--- src/rtl/mem_arb_pkg.sv ---
// Shared types and default sizes for the unified instruction/data memory arbiter.
package mem_arb_pkg;

  localparam int unsigned DefAw      = 10;
  localparam int unsigned DefDw      = 32;
  localparam int unsigned DefMaxWait = 4;

  // Which port owns the read result returning from the RAM this cycle.
  typedef enum logic [1:0] {
    OWN_NONE = 2'd0,
    OWN_IF   = 2'd1,
    OWN_D    = 2'd2
  } owner_e;

endpackage

--- src/rtl/arb_age_counter.sv ---
// Saturating fetch wait counter. Counts cycles in which the fetch port is
// requesting but not granted; clears when fetch is granted or stops requesting.
// sat flags that fetch has waited MAX_WAIT cycles and must win the next grant.
module arb_age_counter #(
  parameter int unsigned MAX_WAIT = 4
) (
  input  logic clk,
  input  logic rst,
  input  logic if_req,
  input  logic if_gnt,
  output logic sat
);

  localparam int unsigned CW = $clog2(MAX_WAIT + 1);
  localparam logic [CW-1:0] WaitMax = MAX_WAIT[CW-1:0];

  logic [CW-1:0] wait_cnt_q, wait_cnt_d;

  // Next count: clear on grant or idle, otherwise count up and stick at the limit.
  always_comb begin
    wait_cnt_d = wait_cnt_q;
    if (!if_req || if_gnt) begin
      wait_cnt_d = '0;
    end else if (wait_cnt_q != WaitMax) begin
      wait_cnt_d = wait_cnt_q + 1'b1;
    end
  end

  // Counter register.
  always_ff @(posedge clk or negedge rst) begin
    if (!rst) begin
      wait_cnt_q <= '0;
    end else begin
      wait_cnt_q <= wait_cnt_d;
    end
  end

  assign sat = (wait_cnt_q == WaitMax);

endmodule

--- src/rtl/mem_arbiter.sv ---
// Arbiter sharing one single-port synchronous RAM (1-cycle read latency)
// between the instruction-fetch port and the data port. Data has priority;
// read results are steered back to their issuer one cycle after the grant.
// Optional: define MEM_ARB_AGE_EN to let a starved fetch request win after
// MAX_WAIT cycles of waiting.
module mem_arbiter
  import mem_arb_pkg::*;
#(
  parameter int unsigned AW       = DefAw,
  parameter int unsigned DW       = DefDw,
  parameter int unsigned MAX_WAIT = DefMaxWait
) (
  input  logic              clk,
  input  logic              rst,
  input  logic              if_req,
  input  logic [AW-1:0]     if_addr,
  output logic              if_gnt,
  output logic              if_rvalid,
  output logic [DW-1:0]     if_rdata,
  input  logic              d_req,
  input  logic              d_we,
  input  logic [DW/8-1:0]   d_be,
  input  logic [AW-1:0]     d_addr,
  input  logic [DW-1:0]     d_wdata,
  output logic              d_gnt,
  output logic              d_rvalid,
  output logic [DW-1:0]     d_rdata,
  output logic              mem_en,
  output logic [DW/8-1:0]   mem_we,
  output logic [AW-1:0]     mem_addr,
  output logic [DW-1:0]     mem_wdata,
  input  logic [DW-1:0]     mem_rdata
);

  logic   force_if;
  owner_e rd_own_q, rd_own_d;

`ifdef MEM_ARB_AGE_EN
  logic wait_sat;

  arb_age_counter #(
    .MAX_WAIT(MAX_WAIT)
  ) u_age (
    .clk   (clk),
    .rst   (rst),
    .if_req(if_req),
    .if_gnt(if_gnt),
    .sat   (wait_sat)
  );

  assign force_if = wait_sat & if_req;
`else
  logic [31:0] unused_max_wait;
  assign unused_max_wait = MAX_WAIT;
  assign force_if        = 1'b0;
`endif

  // Grant decision and RAM drive; the RAM sees all zeros when nobody is granted.
  always_comb begin
    d_gnt     = d_req & ~force_if;
    if_gnt    = if_req & ~d_gnt;
    mem_en    = d_gnt | if_gnt;
    mem_we    = '0;
    mem_addr  = '0;
    mem_wdata = '0;
    if (d_gnt) begin
      mem_addr  = d_addr;
      mem_wdata = d_wdata;
      if (d_we) begin
        mem_we = d_be;
      end
    end else if (if_gnt) begin
      mem_addr  = if_addr;
      mem_wdata = d_wdata;
    end
  end

  // Record which port issued this cycle's read so the result can be returned to it.
  always_comb begin
    rd_own_d = OWN_NONE;
    if (d_gnt && !d_we) begin
      rd_own_d = OWN_D;
    end else if (if_gnt) begin
      rd_own_d = OWN_IF;
    end
  end

  // Owner register; reset drops any read still in flight.
  always_ff @(posedge clk or negedge rst) begin
    if (!rst) begin
      rd_own_q <= OWN_NONE;
    end else begin
      rd_own_q <= rd_own_d;
    end
  end

  assign if_rvalid = (rd_own_q == OWN_IF);
  assign d_rvalid  = (rd_own_q == OWN_D);
  assign if_rdata  = mem_rdata;
  assign d_rdata   = mem_rdata;

`ifndef SYNTHESIS
  // Requesters must hold request and address stable until granted.
  a_if_hold : assert property (@(posedge clk) disable iff (!rst)
    (if_req && !if_gnt) |=> (if_req && $stable(if_addr)));
  a_d_hold : assert property (@(posedge clk) disable iff (!rst)
    (d_req && !d_gnt) |=> (d_req && $stable(d_addr) && $stable(d_we)));
`endif

endmodule

--- config.mk ---
export PLATFORM = sky130hd
export DESIGN_NAME = mem_arbiter
export DESIGN_NICKNAME = d
export VERILOG_FILES = /design/src/rtl/mem_arb_pkg.sv /design/src/rtl/arb_age_counter.sv /design/src/rtl/mem_arbiter.sv
export SDC_FILE = /design/constraint.sdc
export NUM_CORES = 1
export LEC_CHECK = 0
export BUFFER_PORTS_ARGS = -buffer_cell sky130_fd_sc_hd__buf_2
export CAP_MARGIN = 20
export CORE_AREA = 5 5 77 79
export DETAILED_ROUTE_END_ITERATION = 16
export DIE_AREA = 0 0 82 84
export PLACE_DENSITY_LB_ADDON = 0.05
export SLEW_MARGIN = 0
export SYNTH_ARGS = -nofsm -noshare
export SYNTH_HDL_FRONTEND = slang
export SYNTH_SLANG_ARGS = --single-unit
export TNS_END_PERCENT = 5
--- constraint.sdc ---
create_clock -name clk -period 1.15 [get_ports clk]
set_input_delay 0.0575 -clock clk [delete_from_list [all_inputs] [get_ports clk]]
set_output_delay 0.0575 -clock clk [all_outputs]
set_load 0.005 [all_outputs]
==> impl_results.md <==
* Top cells by count, synth: buf_4, nor2b_2, nand2_1
* Clock Path Buffers at 2
* GPL Wtd Cong at between 0.6 and 0.7
* Max Freq at 1.03 GHz
* Num ports at 208
* GRT Overall Usage at 0.0763
* Vias at 972
* Hold Crit Depth at 2
* Detailed-route DRC error count at 0
* Yosys top cell by area: buf_4
* Max-slew violation count at 0
* P_leak at between 0.0007 and 0.0008 uW
* DRT iter0 DRCs at 21
* Die H at 84 um
* Post-route insts no fill at ~260
* CP max FO at 19
* CTS clock-pin slew for the worst setup and hold paths at 30 ps
* Most used DFF post-synth: dfrtp_1
* YS warnings at 0
* Syn-to-layout area delta at 15.9%
* Vias per inst at 3.70
* Crit path time final at 966 ps
* Post-route cell area at 0.00127 mm^2
* Post-synthesis cell count at roughly 150
* CP endpoint kind: output pin
* CTS root buffer: clkbuf_8
* Endpoint, Worst Hold: rd_own_q[1]$_DFF_PN0_
* Total Wirelength at just over 3 mm
* Setup TNS at 0 ps
* Final hold viol count at 0
* Diode count at 0
* Placed standard-cell area at ~0.0012 mm^2
* Synthesized area at about 0.0011 mm^2
* Die ar. at 0.00689 mm^2
* Syn Area/Cell at 7.58 um^2
* DR WL/cell at 11.6 um
* RSZ-0062 raised after global routing: no
* Ys async rst share at 1.00
* Worst slew pin tran at 298 ps
* Setup crit start kind: primary input
* Ranking of synthesized cells by area: buf_4, nor2b_2, nor2b_1, o21ai_2, nand2_1
* Worst Path Arrival at 910 ps
* Slew HR at 0.801
* Pwr per Cell Area at ~600 mW/mm^2
* Top cell type's share of synthesized area at 0.451
* Initial antenna violation count at 0
* Max-cap violations at 0
* Core Area at 0.00527 mm^2
* Top-count cell post-synth: buf_4
* Critical path class: primary input to output pin
* Port bufs at 111
* Initial core utilization at 0.209
* Yosys reg bits at 2
* Die width at 82 um
* Post-synth EDFFs at 0
* Status: finished, final reports clean
* Post-CTS setup buffer count at 0
* # nets final at 286
* Synth unique cells at 13
* Sequential cell area fraction in the yosys report at 0.0455
* Vias in the first global route at 940
* HP Class: primary input to flip-flop
* GR Overflow Total at 0
* Clk sinks at 2
* Reg with most FFs: rd_own_q
* Filler instances at 599
* First-pass GRT wire length at 4.22 mm
* Hold_sp: d_we
* Worst endpoint required time at 1090 ps
* Largest net degree at the start of global routing at 34
* H-tree Lvls at 1
* Post-layout util at 0.242
* Total CTS buffers at 3
* Layout cell share with drive strength beyond 1 at 0.775
* Max reg flops at 2
* CTS tree: yes
* # rows at 27
* Final setup fails at 0
* Inst Count DP at 259
* Peak supply drop at 0.223 mV
* Syn nets at ~240
* Biggest regs: rd_own_q (2)
* DRT Pass-1 Iters at 2
* Post-route ant nets at 0
* Fin crit share at 0.840
* DP Wirelength at approximately 2.6 mm
-- cells by family (layout without fill, tap and decap cells) --
family          Yosys count  in the layout  share of synthesized area
flops                     2              2                     0.0455
buf+inv                  73            119                      0.510
compound gates           10             10                     0.0796
simple gates             60             60                      0.365
-- worst max-delay path by stage --
| stage | from | to |
|---|---|---|
| global placement | d_req | mem_we[2] |
| global route | d_req | mem_we[1] |
| detailed placement | d_req | mem_we[1] |
| floorplan | d_req | mem_wdata[0] |
| CTS | d_req | mem_we[1] |
| finish | d_req | mem_we[1] |
-- cell usage in the layout, fill, tap and decap left out --
cell and count:
nor2b_4 1, and3_1 4, buf_4 2, nor2b_2 20
nand2_1 18, dfrtp_1 2, clkbuf_8 3, nor2_8 1
buf_2 111, nor2b_1 16, dlygate4sd3_1 1, a22o_1 1
o21ai_2 9, buf_12 1, inv_1 1
-- where the power goes --
part / total (uW) / switching [uW] / internal [uW]
Clock: 274 / 52.6 / 221
Combinational: 399 / 169 / 230
Sequential: 76.1 / 1.49 / 74.6
Total: 749 / 223 / 525
-- per-stage QoR --
| step | setup WS (ps) | power [uW] | hold slack (ps) |
|---|---|---|---|
| floorplan | 518 | 451 | -238 |
| global placement | 167 | 482 | -152 |
| detailed placement | 160 | 482 | -154 |
| CTS | 161 | 773 | 42.7 |
| global route | 91.8 | 820 | 64.9 |
| finish | 184 | 749 | 49.4 |
-- worst max-delay path, stage by stage --
cell and delay [ps]:
buf_2 270, buf_4 290, and3_1 180, buf_2 100
-- what timing repair did --
item / CTS / global route
hold buffers: 1 / 0
setup endpoints to repair: 0 / 0
resized for setup: 0 / 0
endpoints found under the hold margin: 2 / 0
-- cell type report --
cell class,count,area (um^2),area share
timing repair buffer,115,601,0.471
multi-input combinational,70,489,0.384
tap,72,90.1,0.0707
sequential,2,50.0,0.0393
clock buffer,3,41.3,0.0324
inverter,1,3.75,0.00294
-- per-layer routing --
| layer | share of wire | track usage | vias to the layer above |
|---|---|---|---|
| met5 | 0 | 0 | - |
| met1 | 0.31 | 0.0637 | 384 |
| met4 | 0.029 | 0.0514 | 0 |
| li1 | - | - | 472 |
| met3 | 0.19 | 0.0335 | 19 |
| met2 | 0.47 | 0.139 | 97 |
Power figures use the tool's default switching activity.
